===== src/rtl/step_gen_pkg.sv =====
// Shared types and constants for the step pulse generator.
//   state_e      : IDLE / HIGH / LOW burst states
//   COUNT_W      : width of burst length and sent counter
//   PERIOD_W     : width of period and per-state ms counter
//   DEF_TICK_DIV : default clk100MHz cycles per 1 ms tick
//   DEF_PULSE_MS : default X high time in ms
package step_gen_pkg;

  localparam int unsigned COUNT_W      = 20;
  localparam int unsigned PERIOD_W     = 12;
  localparam int unsigned DEF_TICK_DIV = 100000;
  localparam int unsigned DEF_PULSE_MS = 10;

  typedef enum logic [1:0] {
    IDLE = 2'd0,
    HIGH = 2'd1,
    LOW  = 2'd2
  } state_e;

  // Increment that sticks at all-ones.
  function automatic logic [COUNT_W-1:0] sat_inc(input logic [COUNT_W-1:0] v);
    return (v == {COUNT_W{1'b1}}) ? v : v + COUNT_W'(1);
  endfunction

endpackage


===== src/rtl/step_pulse_gen_if.sv =====
// Control/status bundle of the step pulse generator.
//   start, stop           : single-cycle burst request / abort
//   period_ms, burst_len  : burst configuration, latched on accepted start
//   X, busy, done         : step output, burst active, end-of-burst pulse
//   sent_count            : steps emitted in current/last burst
interface step_pulse_gen_if;
  import step_gen_pkg::*;

  logic                start;
  logic                stop;
  logic [PERIOD_W-1:0] period_ms;
  logic [COUNT_W-1:0]  burst_len;
  logic                X;
  logic                busy;
  logic                done;
  logic [COUNT_W-1:0]  sent_count;

  modport master (
    output start, stop, period_ms, burst_len,
    input  X, busy, done, sent_count
  );

  modport slave (
    input  start, stop, period_ms, burst_len,
    output X, busy, done, sent_count
  );

endinterface


===== src/rtl/ms_tick_gen.sv =====
// Millisecond prescaler: one-cycle tick every TICK_DIV clocks.
//   clk100MHz, reset_n : clock, async active-low reset
//   i_clr              : synchronous restart of the prescaler
//   o_tick_c           : combinational tick, high on the last cycle of each ms
module ms_tick_gen
  import step_gen_pkg::*;
#(
  parameter int unsigned TICK_DIV = DEF_TICK_DIV
) (
  input  logic clk100MHz,
  input  logic reset_n,
  input  logic i_clr,
  output logic o_tick_c
);

  localparam int unsigned PRE_W = (TICK_DIV > 1) ? $clog2(TICK_DIV) : 1;
  localparam logic [PRE_W-1:0] PRE_LAST = PRE_W'(TICK_DIV - 1);

  logic [PRE_W-1:0] r_pre;

  // Free-running divider, restarted by i_clr.
  always_ff @(posedge clk100MHz or negedge reset_n) begin
    if (!reset_n) begin
      r_pre <= '0;
    end else if (i_clr || (r_pre == PRE_LAST)) begin
      r_pre <= '0;
    end else begin
      r_pre <= r_pre + PRE_W'(1);
    end
  end

  assign o_tick_c = (r_pre == PRE_LAST) && !i_clr;

endmodule


===== src/rtl/step_pulse_gen.sv =====
// Step pulse burst generator.
//   clk100MHz, reset_n : clock, async active-low reset
//   bus (slave)        : start/stop/period_ms/burst_len in,
//                        X/busy/done/sent_count out (all registered)
// X is high PULSE_MS ms and repeats every P ms, P = latched period_ms
// clamped to at least PULSE_MS+1. burst_len 0 runs until stop.
module step_pulse_gen
  import step_gen_pkg::*;
#(
  parameter int unsigned TICK_DIV = DEF_TICK_DIV,
  parameter int unsigned PULSE_MS = DEF_PULSE_MS
) (
  input  logic              clk100MHz,
  input  logic              reset_n,
  step_pulse_gen_if.slave   bus
);

  localparam logic [PERIOD_W-1:0] HIGH_MS = PERIOD_W'(PULSE_MS);

  state_e              r_state;
  logic                r_x;
  logic                r_busy;
  logic                r_done;
  logic [COUNT_W-1:0]  r_sent;
  logic [COUNT_W-1:0]  r_burst;
  logic [PERIOD_W-1:0] r_period;
  logic [PERIOD_W-1:0] r_ms_cnt;

  logic                w_tick;
  logic                w_accept;
  logic [PERIOD_W-1:0] w_low_ms;

  assign w_accept = (r_state == IDLE) && bus.start;

  // Short periods clamp to PULSE_MS+1, which leaves exactly 1 ms of LOW.
  assign w_low_ms = (r_period <= HIGH_MS) ? PERIOD_W'(1) : (r_period - HIGH_MS);

  ms_tick_gen #(
    .TICK_DIV (TICK_DIV)
  ) u_tick (
    .clk100MHz (clk100MHz),
    .reset_n   (reset_n),
    .i_clr     (w_accept),
    .o_tick_c  (w_tick)
  );

  // Burst FSM; outputs change together with the state.
  always_ff @(posedge clk100MHz or negedge reset_n) begin
    if (!reset_n) begin
      r_state  <= IDLE;
      r_x      <= 1'b0;
      r_busy   <= 1'b0;
      r_done   <= 1'b0;
      r_sent   <= '0;
      r_burst  <= '0;
      r_period <= '0;
      r_ms_cnt <= '0;
    end else begin
      r_done <= 1'b0;
      case (r_state)
        IDLE: begin
          if (bus.start) begin
            r_period <= bus.period_ms;
            r_burst  <= bus.burst_len;
            r_sent   <= COUNT_W'(1);   // first step rises on this edge
            r_ms_cnt <= '0;
            r_state  <= HIGH;
            r_x      <= 1'b1;
            r_busy   <= 1'b1;
          end
        end
        HIGH: begin
          if (bus.stop) begin
            r_state  <= IDLE;
            r_x      <= 1'b0;
            r_busy   <= 1'b0;
            r_done   <= 1'b1;
            r_ms_cnt <= '0;
          end else if (w_tick) begin
            if (r_ms_cnt == HIGH_MS - PERIOD_W'(1)) begin
              r_state  <= LOW;
              r_x      <= 1'b0;
              r_ms_cnt <= '0;
            end else begin
              r_ms_cnt <= r_ms_cnt + PERIOD_W'(1);
            end
          end
        end
        LOW: begin
          if (bus.stop) begin
            r_state  <= IDLE;
            r_busy   <= 1'b0;
            r_done   <= 1'b1;
            r_ms_cnt <= '0;
          end else if (w_tick) begin
            if (r_ms_cnt == w_low_ms - PERIOD_W'(1)) begin
              r_ms_cnt <= '0;
              if ((r_burst != '0) && (r_sent == r_burst)) begin
                r_state <= IDLE;
                r_busy  <= 1'b0;
                r_done  <= 1'b1;
              end else begin
                r_state <= HIGH;
                r_x     <= 1'b1;
                r_sent  <= sat_inc(r_sent);
              end
            end else begin
              r_ms_cnt <= r_ms_cnt + PERIOD_W'(1);
            end
          end
        end
        default: begin
          r_state <= IDLE;
          r_x     <= 1'b0;
          r_busy  <= 1'b0;
        end
      endcase
    end
  end

  assign bus.X          = r_x;
  assign bus.busy       = r_busy;
  assign bus.done       = r_done;
  assign bus.sent_count = r_sent;

endmodule


===== src/flat_wrapper.sv =====
// flat-port wrapper written by rule: the top's interface ports become plain ports
module step_pulse_gen_flat import step_gen_pkg::*;
#(
  parameter int unsigned TICK_DIV = DEF_TICK_DIV,
  parameter int unsigned PULSE_MS = DEF_PULSE_MS
)
  (clk100MHz, reset_n, bus_start, bus_stop, bus_period_ms, bus_burst_len, bus_X, bus_busy, bus_done, bus_sent_count);
  step_pulse_gen_if bus_i ();
  input  logic clk100MHz;
  input  logic reset_n;
  input wire logic [$bits(bus_i.start)-1:0] bus_start;
  input wire logic [$bits(bus_i.stop)-1:0] bus_stop;
  input wire logic [$bits(bus_i.period_ms)-1:0] bus_period_ms;
  input wire logic [$bits(bus_i.burst_len)-1:0] bus_burst_len;
  output wire logic [$bits(bus_i.X)-1:0] bus_X;
  output wire logic [$bits(bus_i.busy)-1:0] bus_busy;
  output wire logic [$bits(bus_i.done)-1:0] bus_done;
  output wire logic [$bits(bus_i.sent_count)-1:0] bus_sent_count;
  assign bus_i.start = bus_start;
  assign bus_i.stop = bus_stop;
  assign bus_i.period_ms = bus_period_ms;
  assign bus_i.burst_len = bus_burst_len;
  assign bus_X = bus_i.X;
  assign bus_busy = bus_i.busy;
  assign bus_done = bus_i.done;
  assign bus_sent_count = bus_i.sent_count;
  step_pulse_gen #(.TICK_DIV(TICK_DIV), .PULSE_MS(PULSE_MS)) u_core (.clk100MHz(clk100MHz), .reset_n(reset_n), .bus(bus_i));
endmodule

===== config.mk =====
export PLATFORM = sky130hd
export DESIGN_NAME = step_pulse_gen_flat
export DESIGN_NICKNAME = d
export VERILOG_FILES = /design/src/rtl/step_gen_pkg.sv /design/src/rtl/step_pulse_gen_if.sv /design/src/rtl/ms_tick_gen.sv /design/src/rtl/step_pulse_gen.sv /design/src/flat_wrapper.sv
export SDC_FILE = /design/constraint.sdc
export NUM_CORES = 1
export LEC_CHECK = 0
export ABC_AREA = 1
export ABC_CLOCK_PERIOD_IN_PS = 3200
export CAP_MARGIN = 20
export CORE_MARGIN = 1.5
export CORE_UTILIZATION = 58
export CTS_CLUSTER_DIAMETER = 200
export DETAILED_ROUTE_END_ITERATION = 10
export GPL_TIMING_DRIVEN = 0
export PLACE_DENSITY = 0.88
export RECOVER_POWER = 50
export SYNTH_ARGS = -nofsm -noshare
export SYNTH_HDL_FRONTEND = slang
export SYNTH_SLANG_ARGS = --single-unit

===== constraint.sdc =====
create_clock -name clk100MHz -period 3.2 [get_ports clk100MHz]
set_clock_uncertainty 0.2 [all_clocks]
set_input_delay 0.48 -clock clk100MHz [delete_from_list [all_inputs] [get_ports clk100MHz]]
set_output_delay 0.48 -clock clk100MHz [all_outputs]
set_load 0.05 [all_outputs]

**After elaboration in Yosys (flattened, before gate mapping)**

Cells that the tools add are included.

- Flip-flop bits (word level): 86
- Input port bits: 36
- Output and inout bits: 23
- Word-level logic and storage cells: 96

- $add $sub $neg: 5
- Magnitude comparators: 1
- Equal/unequal tests: 19
- Muxes and demuxes: 47
- Reductions and logical operators: 15

Operators with widths:

| operator | number |
|---|---|
| 2-to-1 mux 20 bit | 6 |
| 2-to-1 mux 12 bit | 8 |
| case mux 20 bit (2 select lines) | 1 |
| case mux 12 bit (3 select lines) | 1 |
| adder 20 x 1 -> 20 bit (second input constant) | 1 |
| == test 20 bit | 1 |
| == test 20 bit (second input constant) | 1 |
| nonzero test 20 bit | 1 |
| 2-to-1 mux 1 bit | 19 |
| adder 17 x 1 -> 17 bit (second input constant) | 1 |
| == test 17 bit (second input constant) | 1 |
| 2-to-1 mux 17 bit | 1 |
| 2-to-1 mux 2 bit | 7 |
| AND reduction 7 bit | 2 |
| adder 12 x 1 -> 12 bit (second input constant) | 1 |
| == test 12 bit | 1 |
| == test 12 x 4 -> 1 bit (second input constant) | 1 |
| <= comparator 12 x 4 -> 1 bit (second input constant) | 1 |
| != test 2 bit (second input constant) | 6 |
| subtractor 12 x 1 -> 12 bit (second input constant) | 1 |
| subtractor 12 x 4 -> 12 bit (second input constant) | 1 |
| AND reduction 5 bit | 2 |
| != test 3 x 2 -> 1 bit (second input constant) | 3 |
| != test 3 bit (second input constant) | 2 |
| other kinds (14) | 17 |

**Depth between registers and ports, before layout**

Gate-level depths: netlist (run 1).

- Word-level depth: 8
- Depth in mapped cells: 23
- Depth with buffers taken out: 22

**By module**

A second synthesis (run 1) with hierarchy kept.

- Cell total of the unflattened synthesis: 843
- Area, all modules: 5,818.1 um^2

Modules (own cells, without submodules):

| module | instances | cells an instance | area an instance (um^2) | sequential area each (um^2) |
|---|---|---|---|---|
| step_pulse_gen | 1 | 715 | 4,844.6 | 1,726.7 |
| ms_tick_gen | 1 | 128 | 973.4 | 425.4 |

**Worst setup path after synthesis (run 1)**

Ideal clock, no wire load.

- Path type: register to register
- From: register u_core.r_period[9]
- To: register u_core.r_sent[8], in the netlist u_core.bus.sent_count[8]
- Library setup time: 120 ps
- Arrival time: 2,526 ps
- Data required time: 2,880 ps
- Setup slack: 354 ps
- Cell stages (with the launch flop): 22
- Buffers on the path: 2
- Period minus slack after synthesis: 2,846 ps
- Cell sequence: dfrtp_1 nor2_2 nand2_1 nor2_4 nand2_4 buf_8 nand2_4 inv_2 ha_1 xor2_1 nand2_1 nor2_1 nand3_1 nor2_1 nand2_1 nor2_4 nand3_4 nand2_4 nand3_2 buf_6 nand2_1 nand2_1

- Longest elaborated chain between the ends: 6
- Elaborated cells on any way between the ends: 7
- Those cells by class: 2 x add/sub; 1 x order compare; 2 x eq/ne; 1 x mux; 1 x reduce/logical

RTL lines:

| what | line | source |
|---|---|---|
| from (decl) | step_pulse_gen.sv:26 | `logic [PERIOD_W-1:0] r_period;` |
| from (signal assigned) | step_pulse_gen.sv:63 | `r_period <= bus.period_ms;` |
| subtractor 12 x 4 -> 12 bit / <= comparator 12 x 4 -> 1 bit (equally long branches) | step_pulse_gen.sv:36 | `assign w_low_ms = (r_period <= HIGH_MS) ? PERIOD_W'(1) : (r_period - HIGH_MS);` |
| 2-to-1 mux 12 bit * | step_pulse_gen.sv:36 |  |
| subtractor 12 x 1 -> 12 bit * | step_pulse_gen.sv:96 | `if (r_ms_cnt == w_low_ms - PERIOD_W'(1)) begin` |
| == test 12 bit * | step_pulse_gen.sv:96 |  |
| != test 2 x 1 -> 1 bit (no line) * | - |  |
| AND reduction 7 bit (no line) * | - |  |
| to (signal assigned) | step_pulse_gen.sv:105 | `r_sent <= sat_inc(r_sent);` |
| to (decl) | step_pulse_gen.sv:24 | `logic [COUNT_W-1:0] r_sent;` |

Mark *: on every way between the ends. The rest lies on a longest branch, timed or not.
A chain may end at the register's enable or synchronous reset.

**Worst setup path in the final report (run 1)**

- From: register u_core.r_period[4]
- To: register u_core.r_sent[14], in the netlist u_core.bus.sent_count[14]

Same word-level chain as after synthesis.

==> results_dict.tcl, run 1 <==
set metrics [dict create \
    clkTransAtPathRegs_ns 0.08 \
    crit_arrival_ns 3.11 \
    start_util_pct 60.3 \
    yosysMostFrequentCell "nand2_1" \
    wirelength_um 14800 \
    cts_buffers 9 \
    maxCapViolations 1 \
    gp_congestion 0.969 \
    p_leak_nw 3.26 \
    drt_iter0_drc 500 \
    status "finished, violations left" \
    crit_type "reg -> reg" \
    period_share_pct 95.1 \
    relSlewSlack_pct -18.5 \
    synthTopCellsByArea "dfrtp_1, nand2_1, nor2_1" \
    layout-drive-gt1-share_pct 10.4 \
    rsz0062_at_grt "yes" \
    post-route-util_pct 71.7 \
    crit_chain "nor2_4 -> nand2_4 -> nor2_4 -> nand2_4 -> buf_8 -> nand2_8 -> inv_4 -> ha_4 -> xor2_1 -> nand2_1 -> nor2_1 -> nand3_1 -> nor2_2 -> nand2_2 -> nor2_4 -> nand3_4 -> nand2_4 -> nand3_4 -> buf_4 -> nand2_1 -> nand2_1" \
    hp-class "reg -> reg" \
    clock_sinks 86 \
    slowest_stage "dfrtp_1" \
    yosys.area.top_type "dfrtp_1" \
    cp-end-kind "flop" \
    synth-seq-cells 86 \
    area_growth_pct 19.0 \
    antenna_left 0 \
    track_usage_pct 28.2 \
    syn_area_um2 5950 \
    n_antenna_cell 0 \
    syn-num-nets 897 \
    postSynthAreaPerCell_um2 6.99 \
    grt_max_degree 57 \
    grt_antenna_before_repair 0 \
    finalInstanceArea_um2 7080 \
    grt_overflow_total 0 \
    avgViaCountPerCell 5.39 \
    drt_drc_violations_left 0 \
    cts.htree.levels 3 \
    yosys_warnings 0 \
    num_rows 36 \
    hold_viol 0 \
    cts_tree "done" \
    required_ns 3.27 \
    vias 5781 \
    period_needed_ns 3.04 \
    portBuffers 58 \
    crit_buf_inv 3 \
    slowest_delay_ns 0.43 \
    synthTopCellsByCount "nand2_1, dfrtp_1, nor2_1, inv_1, nand3_1" \
    die_h_um 104 \
    slew_viol_final 31 \
    cts_buffer_depth 2 \
    grt_pass1_vias 5292 \
    ir_worst_vdd_mv 0.459 \
    ys_seq_area_share_pct 36.2 \
    nNetsFinal 980 \
    wire_per_inst_um 13.8 \
    tightest_slew_ns 1.78 \
    place_area_um2 6720 \
    r2r-start "u_core.r_period[4]" \
    root_buffer "clkbuf_8" \
    synth-main-ff-cell "dfrtp_1" \
    async_reset_ff_share_pct 100 \
    cp_max_fo 8 \
    setup_viol 0 \
    die_x_um 104 \
    startpoint_type "flop" \
    drtPass1Iterations 5 \
    clock_insertion_delay_worst_skew_ns 0.37 \
    cp-startpoint "u_core.r_period[4]" \
    die_area_um2 10900 \
    hp-start "u_core.u_tick.r_pre[0]" \
    synth_top_area_share_pct 36.2 \
    violations "max-capacitance violations, max-slew violations" \
    grt_pass1_wl_um 24800 \
    coreArea_um2 9860 \
    finalPower_mw 5.23 \
    ios 59 \
    crit_family "simple AND/OR/NAND/NOR gates" \
    yosysUniqueCellTypes 39 \
    max_freq_ghz 0.329 \
    syn_inst 851 \
    p_per_area_nw_per_um2 739 \
    synth_edf_count 0 \
    dp_hpwl_um 11100 \
]
sequential cells by signal, summed over array words and instances (netlist names):
name                   flops
u_core.bus.X               1
u_core.bus.done            1
u_core.r_ms_cnt           12
u_core.bus.busy            1
u_core.r_state             2
u_core.r_period           12
u_core.bus.sent_count     20
u_core.r_burst            20
u_core.u_tick.r_pre       17
routing by layer:
metal | global-route usage, % | wire length (um) | vias up
li1 | - | - | 2913
met1 | 42.5 | 7230 | 2608
met2 | 40.2 | 6160 | 231
met3 | 4.89 | 1040 | 29
met4 | 10.8 | 398 | 0
met5 | 0 | 0 | -
report_power, final:
group | internal [mW] | switching [mW]
sequential | 1.35 | 0.287
clock | 0.379 | 0.403
combinational | 1.00 | 1.81
total | 2.73 | 2.50
layout make-up:
cell class / instances / area, um^2
Multi-Input combinational cell: 645 / 3350
Fill cell: 794 / 2790
Sequential cell: 86 / 2150
Timing Repair Buffer: 72 / 702
Inverter: 92 / 348
Tap cell: 133 / 166
Buffer: 28 / 158
Clock buffer: 10 / 138
Clock inverter: 6 / 61.3
stage by stage:
| stage | TNS (ns) | hold WS, ns | std cells | setup WS [ns] |
|---|---|---|---|---|
| after floorplan | 0 | -0.0156 | 851 | 0.354 |
| after global placement | -139.72 | 0.251 | 1042 | -1.63 |
| after global routing | -0.423 | 0.284 | 1072 | -0.0444 |
| after CTS | 0 | 0.265 | 1061 | 0.00254 |
| final | 0 | 0.263 | 1072 | 0.158 |
| after detailed placement | 0 | 0.244 | 1043 | 0.0484 |
what timing repair did:
item                       in CTS  in global routing
hold buffers                    1                  0
hold endpoints to repair       30                  0
pin swaps                       0                 11
resized for setup               0                 15
buffers inserted                1                 10
gates cloned                    0                  1
setup endpoints to repair       1                 36
cells in the final DEF, fill, tap and decap left out, types with 13 or more instances in the layout:
| cell type | instances |
|---|---|
| nand2_1 | 273 |
| dfrtp_1 | 86 |
| inv_1 | 85 |
| nor2_1 | 84 |
| clkdlybuf4s50_1 | 57 |
| nand3_1 | 51 |
| nand4_1 | 45 |
| xor2_1 | 29 |
| o21ai_0 | 25 |
| nor3_1 | 22 |
| clkbuf_1 | 18 |
| nor4_1 | 15 |
| buf_4 | 14 |
| nand2_2 | 13 |
| nand3_2 | 13 |
cells by family (layout without fill, tap and decap cells):
kind of cell             count (synthesis)  in the layout  synth area share (%)
AO/OA/AOI/OAI                           43             43                  3.81
XOR/XNOR                                35             35                  5.15
adder cells (fa/ha/maj)                 10             10                  2.10
buffers and inverters                  120            208                  8.46
flip-flops                              86             86                  36.2
AND/OR/NAND/NOR                        557            557                  44.3
final timing paths:
kind / to / cells past startpoint / slack, ns
max: u_core.bus.sent_count[14] / 21 / 0.16
min in group asynchronous: u_core.u_tick.r_pre[2] / 2 / 0.91
min reg2reg: u_core.u_tick.r_pre[0] / 1 / 0.26
max reg2reg: u_core.bus.sent_count[14] / 21 / 0.16
min: u_core.u_tick.r_pre[0] / 1 / 0.26
max in group asynchronous: u_core.bus.sent_count[12] / 2 / 0.87
worst reg2reg max path, stage by stage, from the launching register on:
cell and delay [ns]:
dfrtp_1 0.43, nor2_4 0.18, nand2_4 0.08, nor2_4 0.13, nand2_4 0.09, buf_8 0.15
nand2_8 0.07, inv_4 0.04, ha_4 0.24, xor2_1 0.12, nand2_1 0.07, nor2_1 0.08
nand3_1 0.09, nor2_2 0.11, nand2_2 0.09, nor2_4 0.14, nand3_4 0.10, nand2_4 0.12
nand3_4 0.10, buf_4 0.19, nand2_1 0.06, nand2_1 0.05
No activity file was read; power rests on OpenSTA's default activity.
==> run 2, diff against run 1 <==
--- a/config.mk
+++ b/config.mk
@@ -12,9 +12,11 @@
 export CORE_UTILIZATION = 58
 export CTS_CLUSTER_DIAMETER = 200
 export DETAILED_ROUTE_END_ITERATION = 10
+export GPL_ROUTABILITY_DRIVEN = 0
 export GPL_TIMING_DRIVEN = 0
 export PLACE_DENSITY = 0.88
 export RECOVER_POWER = 50
+export SKIP_LAST_GASP = 1
 export SYNTH_ARGS = -nofsm -noshare
 export SYNTH_HDL_FRONTEND = slang
 export SYNTH_SLANG_ARGS = --single-unit
==> run 2 against run 1 <==
The flow finishes with violations (max-capacitance violations, max-slew violations, negative setup slack). Register-to-register slack got worse by 0.21 ns. Critical path depth did not move. Die area is the same. Worst hold slack better by 0.017 ns. Combinational power up 5%. Setup slack got worse by 0.21 ns. Sequential power is essentially flat. Clock-buffer cell count unchanged. Via count grew 2.5%. Clock power up 9.8%. Critical endpoint is now u_core.bus.sent_count[15].
==> results_dict.tcl, run 2 (synthesis gave the netlist of run 1 again) <==
set metrics [dict create \
    status "finished, violations left" \
    violations "max-capacitance violations, max-slew violations, negative setup slack" \
    cp-end-kind "flop" \
    coreArea_um2 9860 \
    hp-start "u_core.u_tick.r_pre[0]" \
    layout-drive-gt1-share_pct 12.5 \
    cts_buffers 9 \
    worstRegToRegCells 21 \
    finalPower_mw 5.49 \
    area_growth_pct 20.9 \
    crit_type "reg -> reg" \
    grt_pass1_wl_um 24900 \
    vias 5928 \
    grt_pass1_vias 5228 \
    slowest_stage "dfrtp_1" \
    ios 59 \
    whs_ns 0.280 \
    clock_insertion_delay_worst_skew_ns 0.37 \
    rr_endpoint "u_core.bus.sent_count[15]" \
    grt_max_degree 56 \
    cp_max_fo 6 \
    cts.htree.levels 3 \
    crit_buf_inv 3 \
    drt_drc_violations_left 0 \
    nNetsFinal 983 \
    root_buffer "clkbuf_8" \
    p_leak_nw 3.29 \
    tightest_slew_ns 1.80 \
    clock_sinks 86 \
    grt_overflow_total 0 \
    portBuffers 58 \
    post-route-util_pct 72.9 \
    mostFrequentLayoutCells "nand2_1, inv_1, dfrtp_1" \
    period_share_pct 102 \
    hp-class "reg -> reg" \
    setup_viol 20 \
    crit_family "simple AND/OR/NAND/NOR gates" \
    p_sw_share_pct 48.1 \
    die_area_um2 10900 \
    period_needed_ns 3.25 \
    start_util_pct 60.3 \
    maxCapViolations 1 \
    cts_buffer_depth 2 \
    max_freq_ghz 0.307 \
    crit_arrival_ns 3.32 \
    combPwrFrac_pct 54.0 \
    cts_tree "done" \
    rsz0062_at_grt "yes" \
    hold_viol 0 \
    seq_power_share_pct 30.4 \
    clkTransAtPathRegs_ns 0.09 \
    slew_viol_final 32 \
    wire_per_inst_um 14.6 \
    drt_iter0_drc 597 \
    crit_chain "nor2_2 -> nand2_4 -> nor2_4 -> nand2_4 -> buf_8 -> nand2_8 -> inv_4 -> ha_4 -> xor2_1 -> nand2_1 -> nor2_1 -> nand3_1 -> nor2_1 -> nand2_1 -> nor2_4 -> nand3_4 -> nand2_4 -> nand3_4 -> buf_6 -> nand2_2 -> nand2_1" \
    power_frac_clock_pct 15.6 \
    relSlewSlack_pct -19.9 \
    setup_slack_ns -0.0535 \
    slowest_delay_ns 0.45 \
    startpoint_type "flop" \
    dp_hpwl_um 11200 \
    die_x_um 104 \
    power.internal_mw 2.85 \
    num_rows 36 \
    required_ns 3.27 \
    avgViaCountPerCell 5.52 \
    antenna_left 0 \
    track_usage_pct 28.4 \
    min_path_cells 1 \
    grt_antenna_before_repair 0 \
    r2r_setup_slack_ns -0.05 \
    p_per_area_nw_per_um2 763 \
    wirelength_um 15700 \
    min_to "u_core.u_tick.r_pre[0]" \
    r2r-start "u_core.r_period[7]" \
    drtPass1Iterations 5 \
    ir_worst_vdd_mv 0.363 \
    die_h_um 104 \
    fillers 754 \
    n_antenna_cell 0 \
    power.switching_mw 2.64 \
    layout_commonest_cell "nand2_1" \
]
run 2: cell type report:
| cell class | instances | area (um^2) | share of cell area (%) |
|---|---|---|---|
| buffer | 28 | 161 | 2.24 |
| clock buffer | 10 | 128 | 1.77 |
| clock inverter | 5 | 83.8 | 1.17 |
| inverter | 92 | 348 | 4.84 |
| multi-input combinational | 645 | 3400 | 47.3 |
| sequential | 86 | 2150 | 30.0 |
| tap | 133 | 166 | 2.31 |
| timing repair buffer | 75 | 749 | 10.4 |
run 2: worst max path at each step:
| stage | slack [ns] | depth (start not counted) | to | from |
|---|---|---|---|---|
| final | -0.05 | 21 | u_core.bus.sent_count[15] | u_core.r_period[7] |
| after global routing | -0.19 | 21 | u_core.bus.sent_count[15] | u_core.r_period[7] |
| after CTS | 0.03 | 21 | u_core.bus.sent_count[11] | u_core.r_period[5] |
| after detailed placement | 0.06 | 21 | u_core.bus.sent_count[11] | u_core.r_period[5] |
| after global placement | -1.60 | 1 | u_core.bus.sent_count[14] | reset_n |
| after floorplan | 0.35 | 21 | u_core.bus.sent_count[8] | u_core.r_period[9] |
run 2: through the flow:
step	cells	setup WS, ns	setup TNS [ns]	instance area (um^2)
after detailed placement	1043	0.0583	0	6720
after global routing	1074	-0.186	-5.06	7190
final	1074	-0.0535	-0.584	7190
after global placement	1042	-1.60	-137.26	6700
after floorplan	851	0.354	0	5950
after CTS	1059	0.0279	0	6940
run 2: layer usage:
layer	global-route usage [%]	up-vias	routed length, um	part of all wire, %
met2	42.1	288	6880	44
met4	8.04	0	424	2.7
met3	5.58	54	1310	8.3
met5	0	-	0	0
li1	-	2916	-	-
met1	42.1	2670	7070	45
run 2: repair_timing:
action / 4_1_cts / 5_1_grt
setup endpoints to repair: 0 / 37
hold buffers: 1 / 0
hold endpoints to repair: 31 / 0
gates resized for setup: 0 / 38
buffers inserted: 0 / 12
run 2: power by group through the flow:
stage	registers [mW]	logic, mW	clock network [mW]
3_3_place_gp	1.64	2.54	0
2_1_floorplan	1.67	1.96	0
4_1_cts	1.63	2.63	0.872
6_report	1.67	2.96	0.859
3_5_place_dp	1.64	2.62	0
5_1_grt	1.69	3.30	0.917
run 2: worst register-to-register path, cell delays in order, from the launching register on:
cell and delay [ns]:
dfrtp_1 0.45, nor2_2 0.21, nand2_4 0.09, nor2_4 0.13, nand2_4 0.10, buf_8 0.15, nand2_8 0.06, inv_4 0.04
ha_4 0.24, xor2_1 0.17, nand2_1 0.09, nor2_1 0.11, nand3_1 0.11, nor2_1 0.10, nand2_1 0.12, nor2_4 0.15
nand3_4 0.10, nand2_4 0.11, nand3_4 0.13, buf_6 0.19, nand2_2 0.07, nand2_1 0.05
==> run 3, diff against run 2 <==
--- a/config.mk
+++ b/config.mk
@@ -8,8 +8,10 @@
 export ABC_AREA = 1
 export ABC_CLOCK_PERIOD_IN_PS = 3200
 export CAP_MARGIN = 20
+export CELL_PAD_IN_SITES_DETAIL_PLACEMENT = 0
+export CELL_PAD_IN_SITES_GLOBAL_PLACEMENT = 1
 export CORE_MARGIN = 1.5
-export CORE_UTILIZATION = 58
+export CORE_UTILIZATION = 42
 export CTS_CLUSTER_DIAMETER = 200
 export DETAILED_ROUTE_END_ITERATION = 10
 export GPL_ROUTABILITY_DRIVEN = 0
==> run 3 against run 2 <==
The run ends with max-capacitance violations, max-slew violations left. Non-clock buffer count shrank 8. Clock power grew 28%. First-iteration DRC count shrank 28%. Combinational power shrank 5%. Wire length shrank 1.6%. Maximum frequency grew 7.7%. Total power grew 1.1%. Critical path type unchanged. Highest routed layer unchanged.
==> results_dict.tcl, run 3 (synthesis gave the netlist of run 1 again) <==
set metrics [dict create \
    status "finished, violations left" \
    hold_viol 0 \
    nNetsFinal 975 \
    setup_viol 0 \
    area_growth_pct 21.2 \
    track_usage_pct 21.7 \
    slowest_delay_ns 0.43 \
    seq_area_um2 2150 \
    grt_pass1_wl_um 25300 \
    relSlewSlack_pct -5.55 \
    drt_iter0_drc 428 \
    num_rows 43 \
    busiest_layer "met1" \
    mostFrequentLayoutCells "nand2_1, dfrtp_1, inv_1, nor2_1, clkdlybuf4s50_1" \
    worst_path_most_repeated_cell "nand2_4" \
    tightest_slew_ns 1.58 \
    drt_drc_violations_left 0 \
    cts_buffers 9 \
    p_per_area_nw_per_um2 770 \
    finalPower_mw 5.55 \
    grt_pass1_vias 5007 \
    clock_sinks 86 \
    root_buffer "clkbuf_16" \
    ir_worst_vdd_mv 0.331 \
    required_ns 3.23 \
    grt_overflow_total 0 \
    startpoint_type "flop" \
    multi_input_area_um2 3340 \
    rsz0062_at_grt "yes" \
    drtPass1Iterations 5 \
    post-route-util_pct 52.1 \
    cp-startpoint "u_core.r_period[4]" \
    vias 5552 \
    layout_commonest_cell "nand2_1" \
    die_area_um2 14900 \
    hp-class "reg -> reg" \
    grt_antenna_before_repair 0 \
    portBuffers 58 \
    crit_type "reg -> reg" \
    maxCapViolations 1 \
    wire_per_inst_um 13.9 \
    use_met2_pct 30.6 \
    r2r-start "u_core.r_period[4]" \
    wirelength_um 15400 \
    slew_viol_final 26 \
    cp_max_fo 10 \
    cp-end-kind "flop" \
    slowest_stage "dfrtp_1" \
    crit_arrival_ns 3.06 \
    finalInstanceArea_um2 7210 \
    max_freq_ghz 0.331 \
    period_share_pct 94.4 \
    violations "max-capacitance violations, max-slew violations" \
    period_needed_ns 3.02 \
    p_leak_nw 3.29 \
    cts_buffer_depth 2 \
    cts_tree "done" \
    grt_use_met3_pct 3.37 \
    layout-drive-gt1-share_pct 9.64 \
    dp_slack_ns 0.0414 \
    fillers 1387 \
    cts.htree.levels 3 \
    coreArea_um2 13800 \
    start_util_pct 43.0 \
    avgViaCountPerCell 4.98 \
    grt_max_degree 62 \
    place_area_um2 6780 \
    ios 59 \
    clock_insertion_delay_worst_skew_ns 0.34 \
    clkTransAtPathRegs_ns 0.06 \
    n_antenna_cell 0 \
    dp_hpwl_um 11800 \
    use_met1_pct 33.9 \
    die_h_um 122 \
    placedCellCount 1090 \
    setup_slack_ns 0.179 \
    layoutNonFillerInstCount 1114 \
    crit_chain "nor2_4 -> nand2_4 -> nor2_4 -> nand2_4 -> buf_8 -> nand2_4 -> inv_4 -> ha_4 -> xor2_2 -> nand2_1 -> nor2_1 -> nand3_1 -> nor2_1 -> nand2_2 -> nor2_4 -> nand3_4 -> nand2_4 -> nand3_4 -> buf_6 -> nand2_1 -> nand2_1" \
    antenna_left 0 \
    die_x_um 122 \
    hp-start "u_core.u_tick.r_pre[0]" \
]
run 3: cell count changes in the layout (fill, tap and decap cells not counted), moves of 2 or more:
| cell | before | now |
|---|---|---|
| clkbuf_16 | 1 | 9 |
| nand2_2 | 27 | 11 |
| buf_4 | 14 | 9 |
| dfrtp_1 | 84 | 86 |
| dfrtp_2 | 2 | 0 |
| nand2_1 | 258 | 275 |
| clkbuf_8 | 9 | 3 |
| nor2_1 | 83 | 85 |
| clkinvlp_4 | 2 | 0 |
run 3: path summary, 6_finish.rpt:
path                                                  end  slack, ns  cells past startpoint
worst max-delay path            u_core.bus.sent_count[15]       0.18                     21
worst min-delay path               u_core.u_tick.r_pre[0]       0.28                      1
worst max register to register  u_core.bus.sent_count[15]       0.18                     21
worst min register to register     u_core.u_tick.r_pre[0]       0.28                      1
max in group asynchronous        u_core.bus.sent_count[0]       0.94                      3
min in group asynchronous              u_core.r_ms_cnt[1]       0.87                      2
run 3: critical path, delay by kind of cell, from the launching register on:
family | cells | cell delay (ns)
flip-flops | 1 | 0.43
AND/OR/NAND/NOR | 16 | 1.56
XOR/XNOR | 1 | 0.12
adder cells (fa/ha/maj) | 1 | 0.26
buffers and inverters | 3 | 0.34
run 3: power by group:
part | total, mW | switching (mW) | internal (mW)
Combinational | 2.80 | 1.80 | 1.00
Sequential | 1.65 | 0.297 | 1.35
Clock | 1.10 | 0.431 | 0.671
Total | 5.55 | 2.53 | 3.02
run 3: cell type report:
cell class / count / area share, %
multi-input cells: 645 / 46.4
flip-flops and latches: 86 / 29.9
repair buffers: 68 / 9.37
inverters: 92 / 4.82
clock buffers: 14 / 3.80
well taps: 180 / 3.12
plain buffers: 27 / 2.13
clock inverters: 2 / 0.538
run 3: metrics by stage:
step | hold slack [ns] | setup TNS [ns]
final | 0.279 | 0
after floorplan | -0.0156 | 0
after CTS | 0.295 | 0
after global placement | 0.252 | -155.20
after detailed placement | 0.225 | 0
after global routing | 0.321 | -0.0577
run 3: per-layer routing:
| metal | vias up | wire (um) |
|---|---|---|
| met5 | - | 0 |
| met4 | 0 | 198 |
| met3 | 13 | 730 |
| met2 | 138 | 6170 |
| met1 | 2490 | 8330 |
| li1 | 2911 | - |
run 3: repair_timing:
item | in CTS | in global routing
endpoints found under the setup margin | 0 | 36
resized for setup | 0 | 13
buffers inserted | 0 | 7
endpoints found under the hold margin | 25 | 0
hold buffers | 1 | 0
